$ cat src/rtl/prefetch_queue.sv
// -----------------------------------------------------------------------------
// prefetch_queue
//
// Byte-granular instruction prefetch queue. The bus unit pushes 32-bit
// little-endian fetch words (4 bytes at a time). The decoder sees a 4-byte
// window of the oldest queued bytes and retires 1..4 bytes per cycle.
// A flush (control transfer) empties the queue in one cycle.
//
// Optional feature macro: PREFETCH_QUEUE_CHECK_EN
//   defined   : over-consumes and fetches offered while not ready are ignored
//               and raise the sticky o_error flag.
//   undefined : o_error is tied low, an over-consume is clamped to the
//               current occupancy, and a fetch offered while not ready is
//               dropped silently.
//
// Parameters
//   DEPTH              queue capacity in bytes (power of two, 8..64)
//
// Ports
//   i_clk              clock, all state updates on the rising edge
//   i_reset_n          asynchronous active-low reset
//   i_fetch_valid      a fetch word is offered this cycle
//   i_fetch_data       fetch word, bits [7:0] are the lowest-addressed byte
//   o_fetch_ready      queue can accept one fetch word this cycle
//   o_instruction      window of the oldest 4 bytes, index 0 is the oldest;
//                      slots beyond the occupancy read as 8'h00
//   o_bytes_available  current occupancy in bytes
//   i_consume_valid    decoder retires bytes this cycle
//   i_consume_count    number of bytes retired (1..4; 0 is a no-op)
//   i_flush            discard all queued bytes
//   o_error            sticky protocol-violation flag
// -----------------------------------------------------------------------------
module prefetch_queue #(
   parameter int DEPTH = 16
) (
   input  logic                     i_clk,
   input  logic                     i_reset_n,
   input  logic                     i_fetch_valid,
   input  logic [31:0]              i_fetch_data,
   output logic                     o_fetch_ready,
   output logic [0:3][7:0]          o_instruction,
   output logic [$clog2(DEPTH):0]   o_bytes_available,
   input  logic                     i_consume_valid,
   input  logic [2:0]               i_consume_count,
   input  logic                     i_flush,
   output logic                     o_error
);

   localparam int AW = $clog2(DEPTH);
   localparam int CW = AW + 1;

   // Byte storage; contents are never reset, only the pointers/occupancy.
   logic [7:0]    mem [DEPTH];

   logic [AW-1:0] rd_ptr_reg, rd_ptr_next;
   logic [AW-1:0] wr_ptr_reg, wr_ptr_next;
   logic [CW-1:0] count_reg, count_next;

   logic [CW-1:0] cnt_ext;
   logic [CW-1:0] consume_amt;
   logic          over_consume;
   logic          fetch_accept;

   // Ready depends only on registered occupancy, never on a same-cycle consume.
   assign o_fetch_ready     = (count_reg <= CW'(DEPTH - 4));
   assign o_bytes_available = count_reg;

   always_comb begin
      cnt_ext      = CW'(i_consume_count);
      over_consume = i_consume_valid && (cnt_ext > count_reg);
      fetch_accept = i_fetch_valid && o_fetch_ready;

`ifdef PREFETCH_QUEUE_CHECK_EN
      // An over-consume is rejected outright.
      consume_amt  = (i_consume_valid && !over_consume) ? cnt_ext : '0;
`else
      // An over-consume drains whatever is queued.
      consume_amt  = '0;
      if (i_consume_valid) begin
         consume_amt = over_consume ? count_reg : cnt_ext;
      end
`endif

      // Consume only ever retires bytes present before this edge; the fetched
      // word lands behind them, so the two updates are independent.
      count_next  = count_reg + (fetch_accept ? CW'(4) : CW'(0)) - consume_amt;
      rd_ptr_next = rd_ptr_reg + consume_amt[AW-1:0];
      wr_ptr_next = fetch_accept ? (wr_ptr_reg + AW'(4)) : wr_ptr_reg;

      if (i_flush) begin
         count_next  = '0;
         rd_ptr_next = '0;
         wr_ptr_next = '0;
      end
   end

   always_ff @(posedge i_clk or negedge i_reset_n) begin
      if (!i_reset_n) begin
         rd_ptr_reg <= '0;
         wr_ptr_reg <= '0;
         count_reg  <= '0;
      end else begin
         rd_ptr_reg <= rd_ptr_next;
         wr_ptr_reg <= wr_ptr_next;
         count_reg  <= count_next;
      end
   end

   // Storage write: four consecutive bytes starting at the write pointer.
   always_ff @(posedge i_clk) begin
      if (fetch_accept && !i_flush) begin
         for (int j = 0; j < 4; j++) begin
            mem[wr_ptr_reg + AW'(j)] <= i_fetch_data[8*j +: 8];
         end
      end
   end

   // Window read is combinational from registered pointers, so a newly written
   // word only shows up after the edge that updates count_reg.
   generate
      for (genvar gi = 0; gi < 4; gi++) begin : g_window
         assign o_instruction[gi] = (CW'(gi) < count_reg) ?
                                    mem[rd_ptr_reg + AW'(gi)] : 8'h00;
      end
   endgenerate

`ifdef PREFETCH_QUEUE_CHECK_EN
   logic fetch_reject;
   logic error_reg;

   // A flush cancels the same-cycle fetch and consume, so neither can violate.
   assign fetch_reject = i_fetch_valid && !o_fetch_ready;

   always_ff @(posedge i_clk or negedge i_reset_n) begin
      if (!i_reset_n) begin
         error_reg <= 1'b0;
      end else if (!i_flush && (over_consume || fetch_reject)) begin
         error_reg <= 1'b1;
      end
   end

   assign o_error = error_reg;
`else
   assign o_error = 1'b0;
`endif

endmodule

$ cat config.mk
export PLATFORM = sky130hd
export DESIGN_NAME = prefetch_queue
export DESIGN_NICKNAME = d
export VERILOG_FILES = /design/src/rtl/prefetch_queue.sv
export SDC_FILE = /design/constraint.sdc
export NUM_CORES = 1
export LEC_CHECK = 0
export CAP_MARGIN = 10
export CORE_ASPECT_RATIO = 1.2
export CORE_MARGIN = 1.5
export CORE_UTILIZATION = 30
export CTS_BUF_LIST = sky130_fd_sc_hd__clkbuf_2
export CTS_CLUSTER_DIAMETER = 100
export DETAILED_ROUTE_END_ITERATION = 8
export PLACE_DENSITY = 0.56
export SYNTH_ARGS = -nofsm -noshare
export SYNTH_HDL_FRONTEND = slang
export SYNTH_SLANG_ARGS = --single-unit
$ cat constraint.sdc
create_clock -name i_clk -period 3.5 [get_ports i_clk]
set_input_delay 0.525 -clock i_clk [delete_from_list [all_inputs] [get_ports i_clk]]
set_output_delay 0.525 -clock i_clk [all_outputs]
set_load 0.01 [all_outputs]
==> impl_metrics.tcl, run 1 <==
set metrics [dict create \
    power_switching_mw 3.033 \
    total_power_draw_mw 7.944 \
    ys_warn_count 0 \
    synth_area_leader_cell "sky130_fd_sc_hd__edfxtp_1" \
    run_status "finished, final reports clean" \
    fin_tns_setup_ns 0 \
    power_switching_share 0.3817 \
    power_frac_comb 0.611 \
    place.detailed.hpwl_um 18490 \
    post-synth-top-count-cell "sky130_fd_sc_hd__edfxtp_1" \
    chipHeight_um 206.9 \
    grt_max_degree 34 \
    instances_no_fill 1232 \
    tritoncts "yes" \
    coreArea_mm2 0.03407 \
    hold_violations 0 \
    area_delta_synth_final_pct 23.65 \
    timing.final.ws_setup_ns 0.04484 \
    worst-endpoint-arrival_ns 2.93 \
    max_freq_mhz 289.4 \
    nets 825 \
    initial_utilization 0.3050 \
    placement_row_count 74 \
    layout_worst_path_cycle_share 0.9872 \
    cell_internal_pwr_mw 4.911 \
    synth_edf_count 128 \
    vias 6539 \
    floorplan.die.width_um 172.9 \
    cts.sinks 139 \
    r2r_slack_ns 0.49 \
    total_grt_overflow 0 \
    pin_count 79 \
    synth_flop_cell "sky130_fd_sc_hd__edfxtp_1" \
    crit_path_max_fanout 6 \
    fin_util 0.3772 \
    synth-seq-cells 139 \
    fill_cells 3284 \
    synthesis.area_per_instance_um2 16.24 \
    timing.hold.worst.class "primary input to async pin" \
    unrepaired_setup_endpoints_after_global_routing "yes" \
    grt_usage 0.1610 \
    port-buffer-count 77 \
    netlist.area_leader.share 0.3698 \
    synth_area_mm2 0.01039 \
    fin_clk_skew_ns 0.04832 \
    dr.pass1.iters 4 \
    timing.final.setup_violations 0 \
    synthCells 640 \
    post_drt_wl_per_cell_um 23.36 \
    worstPathRequired_ns 2.97 \
    synth_top_cells_by_area "sky130_fd_sc_hd__edfxtp_1 37%, sky130_fd_sc_hd__mux4_2 24%, sky130_fd_sc_hd__mux2_4 11%" \
    nature_of_the_critical_path_startpoint "register" \
    cts.htree.levels 4 \
    synth_seq_area_share 0.3963 \
    cts.reportedPaths.clkPinSlew_ns 0.23 \
    slew-limit-headroom 0.5628 \
    drive_above_1_share 0.4981 \
    critPathKind "register to output port" \
    first_pass_grt_wire_length_um 42210 \
    cts_root_buf "sky130_fd_sc_hd__clkbuf_2" \
    share_seq_of_total_power 0.264 \
    avgViaCountPerCell 5.308 \
    p_leak_nw 4.503 \
    buffer_depth_of_the_longest_clock_path 2 \
    maxSlewViolCount 0 \
    postPlaceCellArea_mm2 0.01161 \
    final_cell_area_mm2 0.01285 \
    placement.setup.worst_slack_ns 0.02365 \
    powerDensity_mw_per_mm2 618.1 \
    p_clk_frac 0.125 \
    first_global_vias 6730 \
    clk-insertion-delay-late_ns 0.77 \
    cap_violations 0 \
    ir_worst_vdd_mv 0.3467 \
    endpoint_kind "output port" \
    gp_congestion 0.7868 \
    drt_drc_violations_left 0 \
    synth-async-reset-ratio 0.07914 \
    floorplan.die_area_mm2 0.03578 \
    yosysUniqueCellTypes 39 \
    cts_inserted_buffers 17 \
    layout_min_cycle_time_ns 3.455 \
    hold_slack_ns 0.06013 \
    drt-total-wl_um 28780 \
    dp_cells 1144 \
    tightest_slew_ns 0.6559 \
    synthTopCellsByCount "128 x sky130_fd_sc_hd__edfxtp_1, 113 x sky130_fd_sc_hd__mux4_2, 82 x sky130_fd_sc_hd__mux2i_1, 76 x sky130_fd_sc_hd__mux2_4, 29 x sky130_fd_sc_hd__o22ai_1" \
    drtIter0Drc 479 \
    antenna_found_initial 1 \
    ant_nets 0 \
    largest_register_ffs 128 \
    synth_fp_nets 703 \
]
[routing by layer]
metal | global-route usage | routed length (um) | up-vias
met2 | 0.2859 | 14940 | 205
met4 | 0.06149 | 641 | 0
met5 | 0 | 0 | -
met3 | 0.02729 | 1200 | 40
met1 | 0.1969 | 12000 | 3425
li1 | - | - | 2869
[cell usage in the layout, fill, tap and decap left out, drive strengths merged]
master         count
buf              101
o21bai             2
xnor2              5
inv               17
a221oi             2
o22ai             29
nand3              2
nor2b              7
diode              1
and2               9
nor2              12
a21oi              5
mux2              98
a311oi             2
or2                2
a31oi              1
conb               2
clkinv            10
dlymetal6s2s       3
nand2              7
clkdlybuf4s50     45
a21o               2
edfxtp           128
o21ai              3
clkdlybuf4s15      2
bufinv             3
a311o              1
ha                20
dlygate4sd2       11
xor2               7
mux2i             82
clkbuf            23
mux4             113
bufbuf             1
dfrtp             11
nand2b             4
fa                 3
[final cells by class]
cell class | count | area [um2] | share of cell area
multi-input combinational | 420 | 6097 | 0.4744
timing repair buffer | 168 | 1744 | 0.1357
clock buffer | 18 | 90.09 | 0.007009
inverter | 16 | 67.56 | 0.005257
antenna | 1 | 2.502 | 0.0001947
sequential | 139 | 4128 | 0.3212
clock inverter | 14 | 152.6 | 0.01188
tap | 456 | 570.5 | 0.04439
[critical path: stages (launching register included)]
cell	delay [ns]
sky130_fd_sc_hd__dfrtp_4	0.60
sky130_fd_sc_hd__inv_6	0.10
sky130_fd_sc_hd__ha_4	0.16
sky130_fd_sc_hd__xor2_4	0.16
sky130_fd_sc_hd__buf_12	0.15
sky130_fd_sc_hd__buf_8	0.10
sky130_fd_sc_hd__mux4_2	0.53
sky130_fd_sc_hd__o22ai_4	0.24
sky130_fd_sc_hd__buf_6	0.13
[power by group through the flow]
stage	Clock (mW)	Combinational [mW]	Sequential, mW
6_report	0.995	4.85	2.09
3_3_place_gp	0	3.93	2.12
4_1_cts	1.02	4.51	2.09
2_1_floorplan	0	2.40	2.08
3_5_place_dp	0	3.95	2.12
5_1_grt	1.08	5.13	2.11
[cell families (layout without fill, tap and decap cells)]
logic type | count (synthesis) | after routing | synth area share
DFF | 139 | 139 | 0.3963
other | 2 | 3 | 0.0007226
buffers and inverters | 81 | 216 | 0.05128
muxes | 293 | 293 | 0.4574
and+or+nand+nor | 43 | 43 | 0.02275
xor gates and xnor gates | 12 | 12 | 0.01156
AOI/OAI and AO/OA | 47 | 47 | 0.03009
adders and majority gates | 23 | 23 | 0.02985
[worst paths after layout]
path                                                 from                             end  depth (start not counted)
setup / recovery                  rd_ptr_reg[1]$_DFF_PN0_                o_instruction[0]                          8
hold / removal                                  i_reset_n         rd_ptr_reg[3]$_DFF_PN0_                          1
setup reg to reg           o_bytes_available[2]$_DFF_PN0_  o_bytes_available[4]$_DFF_PN0_                         14
hold reg to reg                 wr_ptr_reg[3]$_DFFE_PN0N_       wr_ptr_reg[3]$_DFFE_PN0N_                          2
max in group asynchronous                       i_reset_n         rd_ptr_reg[1]$_DFF_PN0_                          1
min in group i_clk                        i_fetch_data[8]            mem[13][0]$_DFFE_PP_                          2
[timing repair]
item | in CTS | in global routing
hold endpoints to repair | 0 | 0
pin swaps | 8 | 11
hold buffers | 0 | 0
endpoints found under the setup margin | 32 | 22
resized for setup | 146 | 39
cloned | 4 | 4
setup buffers | 27 | 21
(Power assumes the default switching activity.)
==> run 2, diff against run 1 <==
--- a/config.mk
+++ b/config.mk
@@ -13,2 +13,3 @@
 export CTS_CLUSTER_DIAMETER = 100
+export CTS_CLUSTER_SIZE = 10
 export DETAILED_ROUTE_END_ITERATION = 8
--- a/constraint.sdc
+++ b/constraint.sdc
@@ -3,2 +3,2 @@
 set_output_delay 0.525 -clock i_clk [all_outputs]
-set_load 0.01 [all_outputs]
+set_load 0.1 [all_outputs]
==> run 2 against run 1 <==
Clock power decreased by 9.2%. Setup slack got worse by 0.086 ns. Sequential share of layout area decreased by 0.81 points. Die area unchanged. Clock skew decreased by 0.0039 ns. Cell area increased by 2.6%. Maximum frequency decreased by 2.4%. Largest power group unchanged. Non-clock buffer count decreased by 26. Largest cell class unchanged. Worst hold slack improved by 0.0048 ns. Total power increased by 38%. Global-route usage decreased by 0.54 points. The flow now finishes with violations (setup timing). Routed wire length decreased by 3.4%.
==> impl_metrics.tcl, run 2 (synthesized netlist as in run 1, its figures left out) <==
set metrics [dict create \
    powerDensity_mw_per_mm2 833.8 \
    chipHeight_um 206.9 \
    hold_buffers 0 \
    layout_worst_path_cycle_share 1.012 \
    worst-endpoint-arrival_ns 3.02 \
    final_cell_area_mm2 0.01319 \
    floorplan.die.width_um 172.9 \
    antenna_found_initial 1 \
    critPathKind "register to output port" \
    layout_min_cycle_time_ns 3.541 \
    largest_register_ffs 128 \
    drt_drc_violations_left 0 \
    max_freq_mhz 282.4 \
    cts_root_buf "sky130_fd_sc_hd__clkbuf_2" \
    buffer_depth_of_the_longest_clock_path 2 \
    avgViaCountPerCell 5.262 \
    area_delta_synth_final_pct 26.92 \
    slew-limit-headroom 0.3511 \
    unrepaired_setup_endpoints_after_global_routing "yes" \
    pin_count 79 \
    drt-total-wl_um 27810 \
    postPlaceCellArea_mm2 0.01225 \
    clk-insertion-delay-late_ns 0.78 \
    p_leak_nw 4.427 \
    timing.final.ws_setup_ns -0.04115 \
    dp_cells 1147 \
    initial_utilization 0.3050 \
    nature_of_the_critical_path_startpoint "register" \
    port-buffer-count 77 \
    cts_inserted_buffers 17 \
    endpoint_kind "output port" \
    layout_commonest_cell "sky130_fd_sc_hd__edfxtp_1" \
    layout_common_cells "128 x sky130_fd_sc_hd__edfxtp_1, 113 x sky130_fd_sc_hd__mux4_2, 76 x sky130_fd_sc_hd__mux2_4, 62 x sky130_fd_sc_hd__mux2i_1, 44 x sky130_fd_sc_hd__clkdlybuf4s50_1" \
    fin_util 0.3872 \
    first_global_vias 6480 \
    timing.final.setup_violations 4 \
    post_drt_wl_per_cell_um 23.06 \
    ir_worst_vdd_mv 0.8893 \
    total_grt_overflow 0 \
    drive_above_1_share 0.5354 \
    tritoncts "yes" \
    first_pass_grt_wire_length_um 40610 \
    coreArea_mm2 0.03407 \
    cap_violations 0 \
    run_status "finished, violations left" \
    cts.reportedPaths.clkPinSlew_ns 0.21 \
    floorplan.die_area_mm2 0.03578 \
    cts.sinks 139 \
    logic_depth_of_the_worst_register_to_register_path 14 \
    tightest_slew_ns 0.9703 \
    drtIter0Drc 460 \
    instances_no_fill 1206 \
    hold_violations 0 \
    violated_checks "setup timing" \
    crit_path_max_fanout 10 \
    dr.pass1.iters 4 \
    vias 6346 \
    timing.hold.worst.class "primary input to async pin" \
    worstPathRequired_ns 2.97 \
    place.detailed.hpwl_um 18840 \
    ant_nets 0 \
    hold_slack_ns 0.06493 \
    maxSlewViolCount 0 \
    cts.htree.levels 4 \
    grt_max_degree 51 \
    nets 799 \
    gp_congestion 0.8093 \
    grt_usage 0.1556 \
    fin_clk_skew_ns 0.04445 \
    placement_row_count 74 \
]
-- run 2: cell count changes in the layout (fill, tap and decap cells not counted), sizes merged, moves of 3 or more --
cell          change
clkbuf            +3
inv               -3
clkinv            -4
dlygate4sd2      -11
buf               -8
dlymetal6s2s      -3
clkinvlp          +4
-- run 2: per-stage QoR --
| stage | setup WS (ns) | TNS [ns] | power (mW) |
|---|---|---|---|
| after floorplan | -0.4004 | -2.741 | 7.087 |
| after global placement | 0.06581 | 0 | 9.455 |
| after detailed placement | 0.02634 | 0 | 9.475 |
| after CTS | -0.09650 | -1.315 | 10.90 |
| after global routing | -0.1549 | -2.247 | 11.42 |
| final | -0.04115 | -0.08012 | 11.00 |
-- run 2: what timing repair did --
| item | CTS | global route |
|---|---|---|
| setup buffers | 16 | 5 |
| endpoints found under the setup margin | 30 | 31 |
| gates resized for setup | 52 | 22 |
| pin swaps | 4 | 4 |
| gates cloned | 2 | 3 |
-- run 2: critical path, cell delays in order (launching register included) --
cell and delay [ns]:
sky130_fd_sc_hd__dfrtp_4 0.51, sky130_fd_sc_hd__clkinvlp_4 0.16, sky130_fd_sc_hd__ha_4 0.20, sky130_fd_sc_hd__xor2_4 0.19, sky130_fd_sc_hd__buf_12 0.17, sky130_fd_sc_hd__mux4_2 0.54, sky130_fd_sc_hd__o22ai_4 0.25, sky130_fd_sc_hd__buf_12 0.21
-- run 2: path summary, 6_finish.rpt --
kind	startpoint	end	slack (ns)
min in group i_clk	i_fetch_data[23]	mem[6][7]$_DFFE_PP_	0.53
max in group asynchronous	i_reset_n	rd_ptr_reg[0]$_DFF_PN0_	3.02
worst max-delay path	rd_ptr_reg[1]$_DFF_PN0_	o_instruction[5]	-0.04
worst min-delay path	i_reset_n	o_bytes_available[1]$_DFF_PN0_	0.06
worst max register to register	o_bytes_available[1]$_DFF_PN0_	o_bytes_available[4]$_DFF_PN0_	0.42
worst min register to register	wr_ptr_reg[3]$_DFFE_PN0N_	wr_ptr_reg[3]$_DFFE_PN0N_	0.64
-- run 2: final cells by class --
cell class                 instances  area (um2)
antenna                            1       2.502
clock buffer                      22       110.1
clock inverter                    10       101.3
fill                            3158       20880
inverter                          16       67.56
multi-input combinational        420        6361
sequential                       139        4130
tap                              456       570.5
timing repair buffer             142        1848
-- run 2: power by group --
| group | internal (mW) | total (mW) | switching (mW) |
|---|---|---|---|
| logic | 3.34 | 7.99 | 4.66 |
| clock network | 0.331 | 0.903 | 0.572 |
| registers | 1.97 | 2.10 | 0.131 |
| total | 5.64 | 11.0 | 5.36 |
-- run 2: per-layer routing --
layer	vias up	part of all wire	track usage	wire length [um]
met1	3350	0.41	0.1911	11280
met5	-	0	0	0
met4	0	0.014	0.04441	387
li1	2807	-	-	-
met2	166	0.54	0.2838	14880
met3	23	0.045	0.02436	1259
==> run 3, diff against run 2 <==
ABC_AREA = 1   (was unset)
==> run 3 against run 2 <==
The run now ends clean. Critical path depth rose by 2. Sequential cell count is the same. Die area shrank 2.4%. Area after synthesis decreased by 2.5%. Total power rose by 20%. Cell count grew 63%. Worst hold slack better by 0.053 ns. Sequential power about the same. Sequential share of layout area increased by 2.4 points. Maximum frequency is 5.3% higher. Combinational power grew 25%. Setup slack improved by 0.18 ns. Highest routed layer unchanged.
==> impl_metrics.tcl, run 3 <==
set metrics [dict create \
    coreArea_mm2 0.03325 \
    timing.final.setup_violations 0 \
    vias 10600 \
    layout_commonest_cell "sky130_fd_sc_hd__nand2_1" \
    power_switching_share 0.5818 \
    dp_cells 1925 \
    powerDensity_mw_per_mm2 1082 \
    unrepaired_setup_endpoints_after_global_routing "no" \
    worstPathRequired_ns 2.97 \
    first_global_vias 9396 \
    placement.setup.worst_slack_ns 0.1323 \
    run_status "finished, final reports clean" \
    layout_common_cells "525 x sky130_fd_sc_hd__nand2_1, 449 x sky130_fd_sc_hd__nand3_1, 128 x sky130_fd_sc_hd__edfxtp_1, 109 x sky130_fd_sc_hd__nor2_1, 44 x sky130_fd_sc_hd__clkdlybuf4s50_1" \
    hold_violations 0 \
    timing.hold.worst.class "primary input to async pin" \
    pin_count 79 \
    crit_path_max_fanout 8 \
    drtIter0Drc 1097 \
    gp_congestion 0.8688 \
    ir_worst_vdd_mv 0.5651 \
    total_power_draw_mw 13.23 \
    port-buffer-count 77 \
    tightest_slew_ns 0.9750 \
    fin_clk_skew_ns 0.03535 \
    synthTopCellsByCount "526 x sky130_fd_sc_hd__nand2_1, 449 x sky130_fd_sc_hd__nand3_1, 142 x sky130_fd_sc_hd__nor2_1, 128 x sky130_fd_sc_hd__edfxtp_1, 35 x sky130_fd_sc_hd__inv_1" \
    placement_row_count 73 \
    post_drt_wl_per_cell_um 20.10 \
    power_switching_mw 7.698 \
    p_leak_nw 5.400 \
    synth_area_mm2 0.01014 \
    synth_edf_count 128 \
    drive_above_1_share 0.1173 \
    nature_of_the_critical_path_startpoint "register" \
    dr.pass1.iters 6 \
    nets 1567 \
    layout_min_cycle_time_ns 3.363 \
    drt-total-wl_um 39570 \
    yosysUniqueCellTypes 27 \
    share_seq_of_total_power 0.159 \
    synthesis.area_per_instance_um2 6.953 \
    postPlaceCellArea_mm2 0.01170 \
    cts.htree.levels 4 \
    cell_internal_pwr_mw 5.533 \
    synth-seq-cells 139 \
    max_freq_mhz 297.4 \
    grt_usage 0.2222 \
    area_delta_synth_final_pct 20.60 \
    chipHeight_um 204.4 \
    timing.final.ws_setup_ns 0.1371 \
    clk-insertion-delay-late_ns 0.74 \
    place.detailed.hpwl_um 27480 \
    antenna_found_initial 1 \
    final_cell_area_mm2 0.01223 \
    synth_top_cells_by_area "sky130_fd_sc_hd__edfxtp_1 38%, sky130_fd_sc_hd__nand3_1 22%, sky130_fd_sc_hd__nand2_1 19%" \
    synth_area_leader_cell "sky130_fd_sc_hd__edfxtp_1" \
    synth_fp_nets 1521 \
    instances_no_fill 1968 \
    largest_register_ffs 128 \
    initial_utilization 0.3049 \
    ant_nets 0 \
    post-synth-top-count-cell "sky130_fd_sc_hd__nand2_1" \
    worst-endpoint-arrival_ns 2.84 \
    synth-async-reset-ratio 0.07914 \
    cap_violations 0 \
    slew-limit-headroom 0.3480 \
    grt_max_degree 132 \
    synth_flop_cell "sky130_fd_sc_hd__edfxtp_1" \
    netlist.area_leader.share 0.3792 \
    floorplan.die_area_mm2 0.03491 \
    critPathKind "register to output port" \
    tritoncts "yes" \
    power_frac_comb 0.757 \
    cts_root_buf "sky130_fd_sc_hd__clkbuf_2" \
    cts_inserted_buffers 17 \
    total_grt_overflow 0 \
    drt_drc_violations_left 0 \
    maxSlewViolCount 0 \
    endpoint_kind "output port" \
    first_pass_grt_wire_length_um 56900 \
    cts.reportedPaths.clkPinSlew_ns 0.23 \
    avgViaCountPerCell 5.388 \
    cts.sinks 139 \
    synth_seq_area_share 0.4063 \
    synthCells 1458 \
    buffer_depth_of_the_longest_clock_path 2 \
    ys_warn_count 0 \
    p_clk_frac 0.085 \
    hold_buffers 0 \
    floorplan.die.width_um 170.8 \
    layout_worst_path_cycle_share 0.9608 \
]
## run 3: changes by cell type after synthesis, sizes merged, moves of 5 or more
cell,delta
mux2,-98
nand2,+526
inv,+27
o21ai,+10
mux4,-113
nor2,+131
buf,+30
mux2i,-82
and2,-9
clkbuf,+5
o22ai,-29
nand3,+447
nor2b,-7
## run 3: worst paths after layout
check | from | end | slack (ns) | cells past startpoint
max in group asynchronous | i_reset_n | rd_ptr_reg[0]$_DFF_PN0_ | 2.95 | 1
worst min-delay path | i_reset_n | o_bytes_available[0]$_DFF_PN0_ | 0.12 | 1
worst min register to register | wr_ptr_reg[3]$_DFFE_PN0N_ | wr_ptr_reg[3]$_DFFE_PN0N_ | 0.66 | 2
min in group i_clk | i_flush | o_bytes_available[2]$_DFF_PN0_ | 0.55 | 3
worst max-delay path | rd_ptr_reg[2]$_DFF_PN0_ | o_instruction[11] | 0.14 | 9
worst max register to register | o_bytes_available[2]$_DFF_PN0_ | o_bytes_available[4]$_DFF_PN0_ | 0.49 | 17
## run 3: layout make-up
cell class	count	area [um2]
timing repair buffer	127	1598
multi-input combinational	1176	5479
sequential	139	4126
antenna	1	2.502
clock buffer	18	90.09
clock inverter	14	192.7
inverter	43	173.9
tap	450	563.0
fill	3493	21020
## run 3: cells by family (layout without fill, tap and decap cells)
| family | after synthesis | after routing | share of synthesized area |
|---|---|---|---|
| adder cells (fa/ha/maj) | 23 | 23 | 0.03061 |
| AO/OA/AOI/OAI | 20 | 20 | 0.01173 |
| XOR/XNOR | 5 | 5 | 0.005801 |
| flip-flops | 139 | 139 | 0.4063 |
| AND/OR/NAND/NOR | 1126 | 1126 | 0.4775 |
| buffers and inverters | 143 | 202 | 0.06727 |
| other | 2 | 3 | 0.0007408 |
## run 3: critical path, cell delays in order (launching register included)
cell and delay (ns):
sky130_fd_sc_hd__dfrtp_2 0.55, sky130_fd_sc_hd__buf_4 0.17, sky130_fd_sc_hd__ha_1 0.21, sky130_fd_sc_hd__nand2_1 0.14
sky130_fd_sc_hd__nand2_1 0.09, sky130_fd_sc_hd__inv_1 0.37, sky130_fd_sc_hd__nand2_1 0.11, sky130_fd_sc_hd__nor2_1 0.19
sky130_fd_sc_hd__nor2_2 0.10, sky130_fd_sc_hd__buf_12 0.17
## run 3: per-layer routing
| metal | vias up | global-route usage | wire length, um |
|---|---|---|---|
| li1 | 4970 | - | - |
| met1 | 4880 | 0.3060 | 16290 |
| met2 | 666 | 0.3343 | 17480 |
| met3 | 87 | 0.04609 | 4317 |
| met4 | 0 | 0.09798 | 1479 |
| met5 | - | 0 | 0 |
## run 3: through the flow
step	hold slack [ns]	TNS [ns]	utilization
6_report	0.1175	0	0.3677
2_1_floorplan	0.2294	0	-
5_1_grt	0.1029	0	0.3677
3_5_place_dp	0.6310	0	0.3519
4_1_cts	0.04898	-0.1049	0.3614
3_3_place_gp	0.6145	0	0.3519
## run 3: what timing repair did
action                     4_1_cts  5_1_grt
setup endpoints to repair       30       26
setup buffers                    1        5
pin swaps                        1        1
gates resized for setup          7       16
gates cloned                     0        4
## run 3: power groups by stage
stage                     clock (mW)  combinational (mW)  sequential, mW
after floorplan                    0                6.23            2.23
after global placement             0                9.59            2.14
after detailed placement           0                9.62            2.14
after global routing            1.20                10.6            2.11
final                           1.12                10.0            2.10
after CTS                       1.15                9.69            2.11
